<file path="config.mk">
export PLATFORM = sky130hd
export DESIGN_NAME = pack_src_arbiter
export DESIGN_NICKNAME = d
export VERILOG_FILES = /design/src/rtl/pack_src_arbiter.sv
export SDC_FILE = /design/constraint.sdc
export NUM_CORES = 1
export LEC_CHECK = 0
export BUFFER_PORTS_ARGS = -buffer_cell sky130_fd_sc_hd__buf_2
export CORE_MARGIN = 2
export CORE_UTILIZATION = 53
export DETAILED_ROUTE_END_ITERATION = 16
export GPL_TIMING_DRIVEN = 0
export PLACE_DENSITY = 0.81
export REMOVE_ABC_BUFFERS = 1
export SYNTH_ARGS = -nofsm -noshare
export SYNTH_HDL_FRONTEND = slang
export SYNTH_SLANG_ARGS = --single-unit
</file>
<file path="constraint.sdc">
create_clock -name i_clk -period 2.5 [get_ports i_clk]
set_input_delay 0 -clock i_clk [delete_from_list [all_inputs] [get_ports i_clk]]
set_output_delay 0 -clock i_clk [all_outputs]
set_load 0.05 [all_outputs]
</file>
<file path="src/rtl/pack_src_arbiter.sv">
// Round-robin packet scheduler: grants one source a whole packet (header + payload)
// onto the shared packer input, then holds an idle gap for the packer buffer swap.
module pack_src_arbiter #(
  parameter int N_SRC         = 4,
  parameter int PAYLOAD_BYTES = 242,
  parameter int GAP_CYCLES    = 2,
  parameter int SRC_W         = $clog2(N_SRC)
) (
  input  logic               i_clk,
  input  logic               i_reset,
  input  logic [N_SRC*8-1:0] i_src_data,
  input  logic [N_SRC-1:0]   i_src_valid,
  output logic [N_SRC-1:0]   o_src_ready,
  output logic [7:0]         o_pk_data,
  output logic               o_pk_valid,
  input  logic               i_pk_ready,
  output logic [SRC_W-1:0]   o_grant_id,
  output logic               o_busy,
  output logic [15:0]        o_pkt_count
);

  localparam int CNT_W = $clog2(PAYLOAD_BYTES + 1);
  localparam int GAP_W = $clog2(GAP_CYCLES + 1);

  typedef enum logic [1:0] {ARB, HEADER, PAYLOAD, GAP} state_t;

  state_t             state_q;
  logic [SRC_W-1:0]   grant_q;
  logic [7:0]         hdr_q, hdr_d;
  logic [2:0]         seq_q;
  logic [CNT_W-1:0]   cnt_q;
  logic [GAP_W-1:0]   gap_q;
  logic [15:0]        pkt_q;

  logic               pick_vld;
  logic [SRC_W-1:0]   pick, idx;
  logic [7:0]         src_byte;
  logic               src_vld;
  logic               last_byte;

  // Descending scan so the smallest offset from the last grant wins.
  always_comb begin
    pick_vld = 1'b0;
    pick     = grant_q;
    idx      = '0;
    for (int i = N_SRC; i >= 1; i--) begin
      idx = SRC_W'((int'(grant_q) + i) % N_SRC);
      if (i_src_valid[idx]) begin
        pick_vld = 1'b1;
        pick     = idx;
      end
    end
  end

  assign hdr_d = {1'b1, seq_q, 4'(pick)};

  always_comb begin
    src_byte = '0;
    for (int k = 0; k < N_SRC; k++)
      if (grant_q == SRC_W'(k)) src_byte = i_src_data[8*k +: 8];
  end

  assign src_vld   = i_src_valid[grant_q];
  assign last_byte = (cnt_q == CNT_W'(PAYLOAD_BYTES - 1));

  always_comb begin
    o_src_ready = '0;
    if (state_q == PAYLOAD) o_src_ready[grant_q] = i_pk_ready;
  end

  // Payload is a zero-latency pass-through; the header comes from its register.
  assign o_pk_valid  = (state_q == HEADER) || ((state_q == PAYLOAD) && src_vld);
  assign o_pk_data   = (state_q == PAYLOAD) ? src_byte : hdr_q;
  assign o_grant_id  = grant_q;
  assign o_busy      = (state_q != ARB);
  assign o_pkt_count = pkt_q;

  always_ff @(posedge i_clk or posedge i_reset) begin
    if (i_reset) begin
      state_q <= ARB;
      grant_q <= SRC_W'(N_SRC - 1);
      hdr_q   <= '0;
      seq_q   <= '0;
      cnt_q   <= '0;
      gap_q   <= '0;
      pkt_q   <= '0;
    end else begin
      case (state_q)
        ARB: if (pick_vld) begin
          grant_q <= pick;
          hdr_q   <= hdr_d;
          state_q <= HEADER;
        end
        HEADER: if (i_pk_ready) begin
          cnt_q   <= '0;
          state_q <= PAYLOAD;
        end
        PAYLOAD: if (src_vld && i_pk_ready) begin
          if (last_byte) begin
            seq_q   <= seq_q + 3'd1;
            pkt_q   <= pkt_q + 16'd1;
            gap_q   <= '0;
            state_q <= GAP;
          end else begin
            cnt_q <= cnt_q + 1'b1;
          end
        end
        GAP: begin
          // Saturate so a long packer stall still exits once ready returns.
          if (gap_q != GAP_W'(GAP_CYCLES - 1)) gap_q <= gap_q + 1'b1;
          else if (i_pk_ready) state_q <= ARB;
        end
        default: state_q <= ARB;
      endcase
    end
  end

endmodule

</file>
* Word-level counts from Yosys, hierarchy flattened
Cells that the tools add are included.
** Word-level totals
- Bits in registers :: 39
- Bits of input ports :: 39
- Output and inout bits :: 32
- Word-level logic and storage cells :: 93
** Cells by class
- $lt $le $gt $ge :: 6
- Reduce and logical (&&, ||, !) cells :: 14
- Add/sub/neg operators :: 8
- Bitwise gates (word level) :: 1
- Mux-type cells :: 41
- Equality and inequality tests :: 16
** Operator list (count)
- 8-bit two-way mux :: 8
- 2-bit two-way mux :: 13
- 16-bit by 1-bit adder with 16-bit output (second input constant) :: 1
- 8-bit case mux with 2 select lines :: 1
- 2-bit by 3-bit less-than comparator with 1-bit output (second input constant) :: 5
- 2-bit inequality test (second input constant) :: 7
- 1-bit binary-select mux with 2-bit select :: 5
- 1-bit two-way mux :: 10
- 8-bit by 1-bit adder with 8-bit output (second input constant) :: 1
- 2-bit equality test (second input constant) :: 4
- 8-bit equality test (second input constant) :: 1
- 2-bit case mux with 4 select lines :: 1
- 4-bit AND reduction :: 2
- 2-bit by 1-bit adder with 2-bit output (second input constant) :: 3
- 6-bit AND reduction :: 1
- 2-bit nonzero test :: 3
- 2-bit adder (second input constant) :: 2
- 4-bit bitwise AND :: 1
- 2-bit by 1-bit equality test with 1-bit output (second input constant) :: 2
- 2-bit logical NOT :: 2
- 4-bit two-way mux :: 1
- 2-bit by 1-bit inequality test with 1-bit output (second input constant) :: 2
- 2-bit case mux with 2 select lines :: 1
- 3-bit by 1-bit adder with 3-bit output (second input constant) :: 1
- 6 further kinds :: 8

* Longest topological paths before layout
- Word-level depth :: 9
- Gate-level depth with buffers :: 9
- Gate-level depth less buffers :: 6

* Least setup slack after synthesis
OpenSTA, ideal clock, no wires.
- Path kind :: flip-flop to output port
- Start :: register grant_q[1], in the netlist o_grant_id[1]
- End :: output port o_pk_data[0]
- Buffers on the path :: 3
- Data arrival time :: 2.894 ns
- Setup slack :: -0.394 ns
- Stages on the path, launching flop included :: 10
- Cells stage by stage :: dfstp_2 buf_6 inv_1 ha_1 clkbuf_1 nor2b_1 clkbuf_1 a221oi_1 a211o_1 a31oi_1
** On the way
- Word-level cells in the longest chain between the ends :: 6
- Elaborated cells on any way between the ends :: 9
- Classes of those cells :: eq/ne (3); mux (5); reduce/logical (1)
** RTL lines
- from (decl) :: RTL line 28 : logic [SRC_W-1:0] grant_q;
- from (signal assigned) :: RTL line 81 : grant_q <= SRC_W'(N_SRC - 1);
- from (signal assigned) :: RTL line 90 : grant_q <= pick;
- 2-bit logical NOT :: RTL line 60 : if (grant_q == SRC_W'(k)) src_byte = i_src_data[8*k +: 8];
- 8-bit two-way mux (3 in series) :: RTL line 60
- 8-bit two-way mux * :: RTL line 60
- 8-bit two-way mux * :: RTL line 73 : assign o_pk_data = (state_q == PAYLOAD) ? src_byte : hdr_q;
- to (decl) :: RTL line 14 : output logic [7:0] o_pk_data,
Mark *: on every way between the ends. The rest lies on a longest branch, timed or not.

* Worst setup path after layout
- Start :: register grant_q[1], in the netlist o_grant_id[1]
- End :: output port o_pk_data[7]
Same word-level chain as after synthesis.

==> run summary <==
Util after Layout: 0.654
Vias per cell: 5.65
Clk_skew: 0.00857 ns
DRC: 0
Max-slew headroom: 0.325
Wire per inst: 14.4 um
CTS tree: yes
GRT overflow: 0
First-pass GRT wire length: 9370 um
Max FO, Critical Path: 10
# clock sinks: 39
Crit-path max cell delay: 0.64 ns
Crit Path Category: flip-flop to primary output
Hold Crit Class: input port to flip-flop
Via count: 2,273
Std-Cell Rows: 25
Buffers and inverters on the worst path: 2
H-Tree Depth: 2
P per Cell Area: 1070 nW/um^2
Ports: 71
CP startpoint kind: flip-flop
Drt first pass iters: 4
Core area: 4720 sq um
Die area: 5480 sq um
Top delay family on crit path: flip-flops
Final hold vios: 0
# Post-CTS Setup Buffers: 0
Netlist cell types: 47
Worst slew pin tran: 1.00 ns
Final Cell Area: 3090 sq um
Post-Syn Instances: 277
Placed inst area: 2930 sq um
Post-synthesis sequential area ratio: 0.376
Max-Cap Viols: 0
Worst setup EP type: primary output
CTS root buffer: clkbuf_8
CTS max path bufs: 2
#FFs+latches synth: 39
Post-DRT Antenna Nets: 0
Layout cells sized above 1: 0.307
Crit path time final: 2.39 ns
Crit path DAT: 2.39 ns
Slowest-stage cell, CP: dfstp_2
Initial Utilization: 0.551
Antenna cells: 0
Die Width: 74.1 um
Final WS setup: 0.112 ns
Unrepaired setup endpoints after global routing: no
Pin count of the biggest net entering global routing: 40
Worst VDD drop: 619 uV
Syn_area_per_cell: 9.39 sq um
Slew Limit Fails: 0
Pleak: 1.57 nW
Status: complete, no violations
I/O Buffers: 70
Fmax: 419 MHz
Cell area after synthesis: 2600 sq um
GP Congestion: 0.850
Final net count: 386
Crit path required time: 2.50 ns
Clock transition at path regs: 0.08 ns
Hold slack: 0.133 ns
CP cell instances: inv_1 -> ha_2 -> nor2b_4 -> a221oi_1 -> a211o_1 -> a31oi_1 -> buf_2
Vias in the first global route: 2,057
Worst-skew pair later-pin latency: 0.30 ns
Overall fraction of global-route tracks in use: 0.220
Area Overhead vs Synth: 18.7%
Synth warn: 0
Initial antenna violation count: 0
TritonCTS Buffers: 5
Pre-CTS setup slack: 0.0491 ns
Initial DRC count: 115
Final WL: 5800 um
Finish-stage setup viols: 0
DPL Wire Length: 4020 um
Period utilization: 0.955
Vert. Die Dim: 74.1 um
Setup_tns: 0 ns
## cell usage after synthesis (all sizes together)
master,count,area share
dfrtp,37,0.36
nand2,23,0.033
inv,17,0.025
nor2,17,0.025
xnor2,16,0.054
and3,13,0.031
clkbuf,13,0.019
ha,13,0.063
nand4,12,0.029
a211o,8,0.027
a221oi,8,0.027
buf,8,0.020
mux2,8,0.036
a21oi,7,0.013
o21ai,7,0.013
a31oi,6,0.014
and2,6,0.015
mux2i,6,0.023
nand3,6,0.012
xor2,6,0.020
and4,5,0.018
nand2b,5,0.012
nor2b,4,0.0096
nor3,3,0.0058
dfstp,2,0.020
nor4,2,0.0048
o311ai,2,0.0067
o31ai,2,0.0058
o41ai,2,0.0096
or2,2,0.0048
a211oi,1,0.0048
a21o,1,0.0034
a22oi,1,0.0029
a41oi,1,0.0063
and4bb,1,0.0048
mux4,1,0.0087
nand4b,1,0.0034
o22ai,1,0.0024
o32a,1,0.0043
o41a,1,0.0043
or3,1,0.0024
## cell families (layout without fill, tap and decap cells)
logic type	Yosys count	count (layout)	synth area share
AO/OA/AOI/OAI	49	49	0.146
buffers and inverters	38	96	0.0640
flip-flops	39	39	0.376
XOR/XNOR	22	22	0.0741
AND/OR/NAND/NOR	101	101	0.210
multiplexers	15	15	0.0678
adder cells (fa/ha/maj)	13	13	0.0625
## cells in the final DEF, fill, tap and decap left out, drive strengths merged, types with 8 or more instances in the layout
cell type   n
a221oi      8
nand4      12
nand2      23
dfrtp      37
and3       13
nor2       17
a211o       8
buf        69
inv        17
xnor2      16
ha         13
mux2        8
## worst min-delay path: stages
cell,delay (ns)
buf_2,0.16
nand4_1,0.08
o311ai_0,0.13
## where the power goes
part           switching (mW)  total, mW  internal (mW)
clock network           0.224      0.547          0.323
logic                    1.23       1.92          0.694
registers               0.106      0.829          0.723
## stage by stage
step / power [mW] / std cells
after detailed placement: 2.69 / 393
final: 3.29 / 402
after floorplan: 2.28 / 256
after global placement: 2.65 / 393
after CTS: 3.29 / 402
after global routing: 3.51 / 402
## state kept, by name (all words and copies together) (netlist names)
| signal | flops |
|---|---|
| seq_q | 3 |
| cnt_q | 8 |
| gap_q | 2 |
| o_pkt_count | 16 |
| o_grant_id | 2 |
| state_q | 2 |
| hdr_q | 6 |
## routing by layer
layer,global-route usage,routed length (um)
met5,0,0
met4,0.0727,98
met3,0.0434,267
met2,0.353,2750
met1,0.301,2680
## repair_timing
item / in CTS / in global routing
setup endpoints to repair: 8 / 15
resized for setup: 6 / 5
cloned: 0 / 0
hold endpoints to repair: 37 / 0
hold buffers: 1 / 0
## layout make-up
class | instances | area [sq um]
Clock buffer | 6 | 82.6
Clock inverter | 2 | 35.0
Fill cell | 390 | 1640
Inverter | 17 | 63.8
Multi-Input combinational cell | 200 | 1470
Sequential cell | 39 | 978
Tap cell | 67 | 83.8
Timing Repair Buffer | 71 | 375
## path summary, 6_finish.rpt
path                                      startpoint                         end  slack (ns)  cells past startpoint
max reg2reg                o_grant_id[0]$_DFFE_PP1P_        hdr_q[1]$_DFFE_PP0P_        0.31                      6
max in group asynchronous                    i_reset        hdr_q[0]$_DFFE_PP0P_        1.59                      3
min                                       i_pk_ready        gap_q[1]$_DFFE_PP0P_        0.13                      3
min in group asynchronous                    i_reset  o_pkt_count[0]$_DFFE_PP0P_        0.40                      3
max                        o_grant_id[1]$_DFFE_PP1P_                o_pk_data[7]        0.11                      7
min reg2reg                     seq_q[2]$_DFFE_PP0P_        seq_q[2]$_DFFE_PP0P_        0.47                      1
Power figures use the tool's default switching activity.
